### config.mk
export PLATFORM = sky130hd
export DESIGN_NAME = ram_r_w_s_dff_flat
export DESIGN_NICKNAME = d
export VERILOG_FILES = /design/src/rtl/ram_r_w_s_dff_if.sv /design/src/rtl/ram_r_w_s_dff.sv /design/src/flat_wrapper.sv
export SDC_FILE = /design/constraint.sdc
export NUM_CORES = 1
export LEC_CHECK = 0
export CORE_ASPECT_RATIO = 0.9
export CORE_MARGIN = 8
export CORE_UTILIZATION = 40
export DETAILED_ROUTE_END_ITERATION = 8
export PLACE_DENSITY = 0.64
export SETUP_SLACK_MARGIN = 0.4
export SYNTH_ARGS = -nofsm -noshare
export SYNTH_HDL_FRONTEND = slang
export SYNTH_SLANG_ARGS = --single-unit
### constraint.sdc
create_clock -name clock -period 2.9 [get_ports clock]
set_input_delay 0.58 -clock clock [delete_from_list [all_inputs] [get_ports clock]]
set_output_delay 0.58 -clock clock [all_outputs]
set_load 0.005 [all_outputs]
### src/rtl/ram_r_w_s_dff_if.sv
// Access bus for the flop-based RAM: chip select, write strobe, both addresses, write and read data.
// Latency: none in the bus itself; read data is combinational from the RAM and writes land on the clock edge.
// Backpressure: none, because every access completes unconditionally.
// Ports: cs_n/wr_n are active-low controls, rd_addr/wr_addr are aw bits wide, and data_in/data_out are data_width bits wide.
// master drives the controls, addresses and write data. slave (the RAM) drives data_out.
interface ram_r_w_s_dff_if #(
   parameter int data_width = 16,
   parameter int aw         = 3
);
   logic                  cs_n;
   logic                  wr_n;
   logic [aw-1:0]         rd_addr;
   logic [aw-1:0]         wr_addr;
   logic [data_width-1:0] data_in;
   logic [data_width-1:0] data_out;

   modport master (
      output cs_n, wr_n, rd_addr, wr_addr, data_in,
      input  data_out
   );

   modport slave (
      input  cs_n, wr_n, rd_addr, wr_addr, data_in,
      output data_out
   );
endinterface

### src/rtl/ram_r_w_s_dff.sv
// Flip-flop RAM with one synchronous write port and one combinational read port. The whole array is cleared by reset.
// Latency: a write lands at the rising clock edge, and data_out = mem[rd_addr] in the same cycle, with no write-through bypass.
// Backpressure: none, because every access completes in the cycle it is presented.
// Ports: clock, reset_n (active-low; asynchronous when rst_mode=0, sampled at posedge when rst_mode=1),
//        bus (slave modport): cs_n, wr_n, rd_addr, wr_addr, data_in in; data_out out.
module ram_r_w_s_dff #(
   parameter int data_width = 16,
   parameter int depth      = 8,
   parameter int rst_mode   = 0
) (
   input  logic           clock,
   input  logic           reset_n,
   ram_r_w_s_dff_if.slave bus
);

   localparam int aw = (depth > 2) ? $clog2(depth) : 1;

   // The depth is held one bit wider than an address so that depth=2^aw stays representable in range compares.
   localparam logic [aw:0] depth_lim = depth[aw:0];

   logic [data_width-1:0] mem [depth];

   logic wr_in_range;
   logic rd_in_range;
   logic wr_en;

   // Addresses at or beyond depth exist only when depth is not a power of two.
   // Writes to those addresses are dropped, and reads from them return zero.
   assign wr_in_range = ({1'b0, bus.wr_addr} < depth_lim);
   assign rd_in_range = ({1'b0, bus.rd_addr} < depth_lim);
   assign wr_en       = !bus.cs_n && !bus.wr_n && wr_in_range;

   generate
      if (rst_mode == 0) begin : g_async_rst
         always_ff @(posedge clock or negedge reset_n) begin
            if (!reset_n) begin
               for (int i = 0; i < depth; i++) begin
                  mem[i] <= '0;
               end
            end else if (wr_en) begin
               mem[bus.wr_addr] <= bus.data_in;
            end
         end
      end else begin : g_sync_rst
         always_ff @(posedge clock) begin
            if (!reset_n) begin
               for (int i = 0; i < depth; i++) begin
                  mem[i] <= '0;
               end
            end else if (wr_en) begin
               mem[bus.wr_addr] <= bus.data_in;
            end
         end
      end
   endgenerate

   // The read path is combinational and ignores cs_n and wr_n.
   assign bus.data_out = rd_in_range ? mem[bus.rd_addr] : '0;

`ifndef SYNTHESIS
   initial begin
      if (data_width < 1 || data_width > 256)
         $fatal(1, "ram_r_w_s_dff: illegal data_width %0d (legal 1..256)", data_width);
      if (depth < 2 || depth > 256)
         $fatal(1, "ram_r_w_s_dff: illegal depth %0d (legal 2..256)", depth);
      if (rst_mode != 0 && rst_mode != 1)
         $fatal(1, "ram_r_w_s_dff: illegal rst_mode %0d (legal 0 or 1)", rst_mode);
   end
`endif

endmodule

### src/flat_wrapper.sv
// flat-port wrapper written by rule: the top's interface ports become plain ports
module ram_r_w_s_dff_flat 
#(
   parameter int data_width = 16,
   parameter int depth      = 8,
   parameter int rst_mode   = 0
)
  (clock, reset_n, bus_cs_n, bus_wr_n, bus_rd_addr, bus_wr_addr, bus_data_in, bus_data_out);
  ram_r_w_s_dff_if #(.data_width(data_width), .aw((3))) bus_i ();
  input  logic clock;
  input  logic reset_n;
  input wire logic [$bits(bus_i.cs_n)-1:0] bus_cs_n;
  input wire logic [$bits(bus_i.wr_n)-1:0] bus_wr_n;
  input wire logic [$bits(bus_i.rd_addr)-1:0] bus_rd_addr;
  input wire logic [$bits(bus_i.wr_addr)-1:0] bus_wr_addr;
  input wire logic [$bits(bus_i.data_in)-1:0] bus_data_in;
  output wire logic [$bits(bus_i.data_out)-1:0] bus_data_out;
  assign bus_i.cs_n = bus_cs_n;
  assign bus_i.wr_n = bus_wr_n;
  assign bus_i.rd_addr = bus_rd_addr;
  assign bus_i.wr_addr = bus_wr_addr;
  assign bus_i.data_in = bus_data_in;
  assign bus_data_out = bus_i.data_out;
  ram_r_w_s_dff #(.data_width(data_width), .depth(depth), .rst_mode(rst_mode)) u_core (.clock(clock), .reset_n(reset_n), .bus(bus_i));
endmodule
==> reports/results.ini <==
[finish]
regArea_sq_um=3203
nFillCells=1266
largest_reg_flops=128
antenna-diode-count=0
drive_gt1_share_pct=55.80
reg_top3=u_core.mem: 128 flops
design_area_sq_um=7237
layout.nets=427
fin_util_pct=49.54
multi_input_area_sq_um=2511
areaGrowthSynthToFinish_pct=22.13
regMostFlops=u_core.mem

[timing]
whs_ps=50.85
post-route-min-period_ps=2492
fmax_mhz=401.4
period_share_pct=85.92
slew_violations=0
maxSlewHeadroom_pct=61.86
rsz0062_at_grt=yes
hold_viol_final=0
skew_ps=0
tightest_slew_ps=570.1
finalSetupViolCount=0

[clock_tree]
worstSkewPairLatency_ps=400
numCtsBuffers=17
clk_path_buf_depth=2
clockRootBuffer=clkbuf_16
h-tree-depth=4
clkTransAtPathRegs_ps=50
ctsHoldBuffers=0
clock-sinks=128
cts_tree=built

[setup_path]
path_delay_family=buffers and inverters
crit_chain=clkdlybuf4s50_1 -> buf_12 -> mux2_2 -> dlygate4sd2_1
critPathArrivalTime_ps=1910
worst-path-stages=4
reg2regPathDepth=1
cp_max_fo=16
critPathKind=input port to output pin
cp-start-kind=input port
r2r_setup_slack_ps=2120
slowest_delay_ps=500
endpoint=bus_data_out[9]
setup.worst_path.end_class=output pin
worstPathRequired_ps=2320
crit_buf_inv=3
reg2reg_to=u_core.mem[9]
cp_slowest_cell=clkdlybuf4s50_1
r2r-start=u_core.mem[9]
worstSetupStartpoint=bus_rd_addr[1]

[route]
wl_microns=12800
drc=0
drt_iter0_drc=165
vias=3259
wl_per_cell_microns=20.92
post_drt_via_cell_ratio=5.325
firstDrtPassIters=4
ant_nets=0

[yosys]
synth-main-ff-cell=dfrtp_1
seq_area_frac_synth_pct=54.05
synth_top_cell_area_share_pct=54.05
synth_async_sr_flop_share_pct=100.0
synthTopCellsByCount=136 x mux2_2, 128 x dfrtp_1, 32 x mux4_1
netlist_area_sq_um=5926
synthDistinctLibCells=17
syn-num-nets=362
postSynthCellCount=336
yosys_register_bits=128
synth_edf_count=0
yosys.area.top_type=dfrtp_1
yosysMostFrequentCell=mux2_2
syn_area_per_cell_sq_um=17.64
yosys_warnings=0
synth_area_leaders=dfrtp_1 54%, mux2_2 26%, mux4_1 14%

[global_route]
gr-total-overflow=0
grtUsageTotal_pct=14.56
antenna_found_initial=0
grt_pass1_wl_microns=20820
grt_pass1_vias=3588
grt_max_degree=49

[run]
maxCapViolations=0

[floorplanning]
die-area_sq_um=18970
dieWidth_microns=144.3
start_util_pct=40.56
die_height_microns=131.5
core_sq_um=14610
io-pin-count=42
rows=42

[placed_design]
placed_area_sq_um=6563
post-dp-hpwl_microns=7267
gp_congestion=0.6820
port_buffers=41

[pwr]
p_leak_nw=3.186
total_power_mw=5.394
powerDensity_nw_per_um2=745.4
ir_drop_mv=0.4073

[hold_path]
hp-class=input port to asynchronous set/reset pin

[outcome]
outcome=complete, no violations

[worst min-delay path by stage]
stage	from	endpoint	slack [ps]	cells past startpoint
finish	reset_n	u_core.mem[68]	50	1
CTS	reset_n	u_core.mem[68]	40	1
floorplan	reset_n	u_core.mem[0]	280	0
global placement	u_core.mem[14]	u_core.mem[14]	460	1
global route	reset_n	u_core.mem[4]	60	1
detailed placement	u_core.mem[10]	u_core.mem[10]	470	1
[logic make-up after synthesis]
kind of cell           synth area share, %
multiplexers                         41.55
buffers and inverters                2.682
flip-flops                           54.05
AND/OR/NAND/NOR                      1.710
[placed cells by master, fill, tap and decap left out, types with 2 or more instances in the layout]
cell type	Yosys	final
dfrtp_1	128	128
nand2_2	6	6
mux4_2	0	23
clkinv_2	0	3
clkbuf_16	0	17
clkbuf_1	2	6
dlygate4sd2_1	0	4
buf_2	3	7
clkdlybuf4s50_1	0	22
and3_1	2	2
clkdlybuf4s15_2	0	2
nor2b_1	2	2
buf_4	1	11
clkbuf_8	0	4
buf_6	9	3
buf_12	0	8
mux4_1	32	9
clkbuf_2	1	2
mux2_4	0	9
mux2_2	136	127
mux2_1	8	8
buf_16	0	2
[final cells by class]
type,count,area share [%]
Clock buffer,27,6.950
Timing Repair Buffer,65,9.941
Clock inverter,5,0.7261
Sequential cell,128,44.26
Multi-Input combinational cell,189,34.70
Tap cell,198,3.423
[power breakdown]
part | switching [mW] | internal (mW)
Combinational | 0.321 | 0.684
Sequential | 0.210 | 2.20
Clock | 0.709 | 1.27
[timing repair]
item / in CTS / in global routing
gates cloned: 3 / 0
setup buffers: 10 / 0
hold endpoints to repair: 0 / 0
setup endpoints to repair: 16 / 9
resized for setup: 88 / 7
[per-stage QoR]
stage	setup TNS, ps	setup WS, ps	cells
2_1_floorplan	0	695.4	336
3_3_place_gp	-837.6	-84.01	567
3_5_place_dp	-824.3	-81.29	567
4_1_cts	0	373.1	612
5_1_grt	0	383.3	612
6_report	0	408.4	612
[layer usage]
metal  part of all wire, %  wire length [microns]  vias to the layer above  GRT usage (%)
li1                      -                      -                     1416              -
met3                   3.2                    416                       17          3.621
met1                    45                   5790                     1778          18.77
met4                   1.5                    191                        0          5.373
met5                     0                      0                        -              0
met2                    50                   6404                       48          23.19
Note: power is estimated with default switching activity, not from simulation.
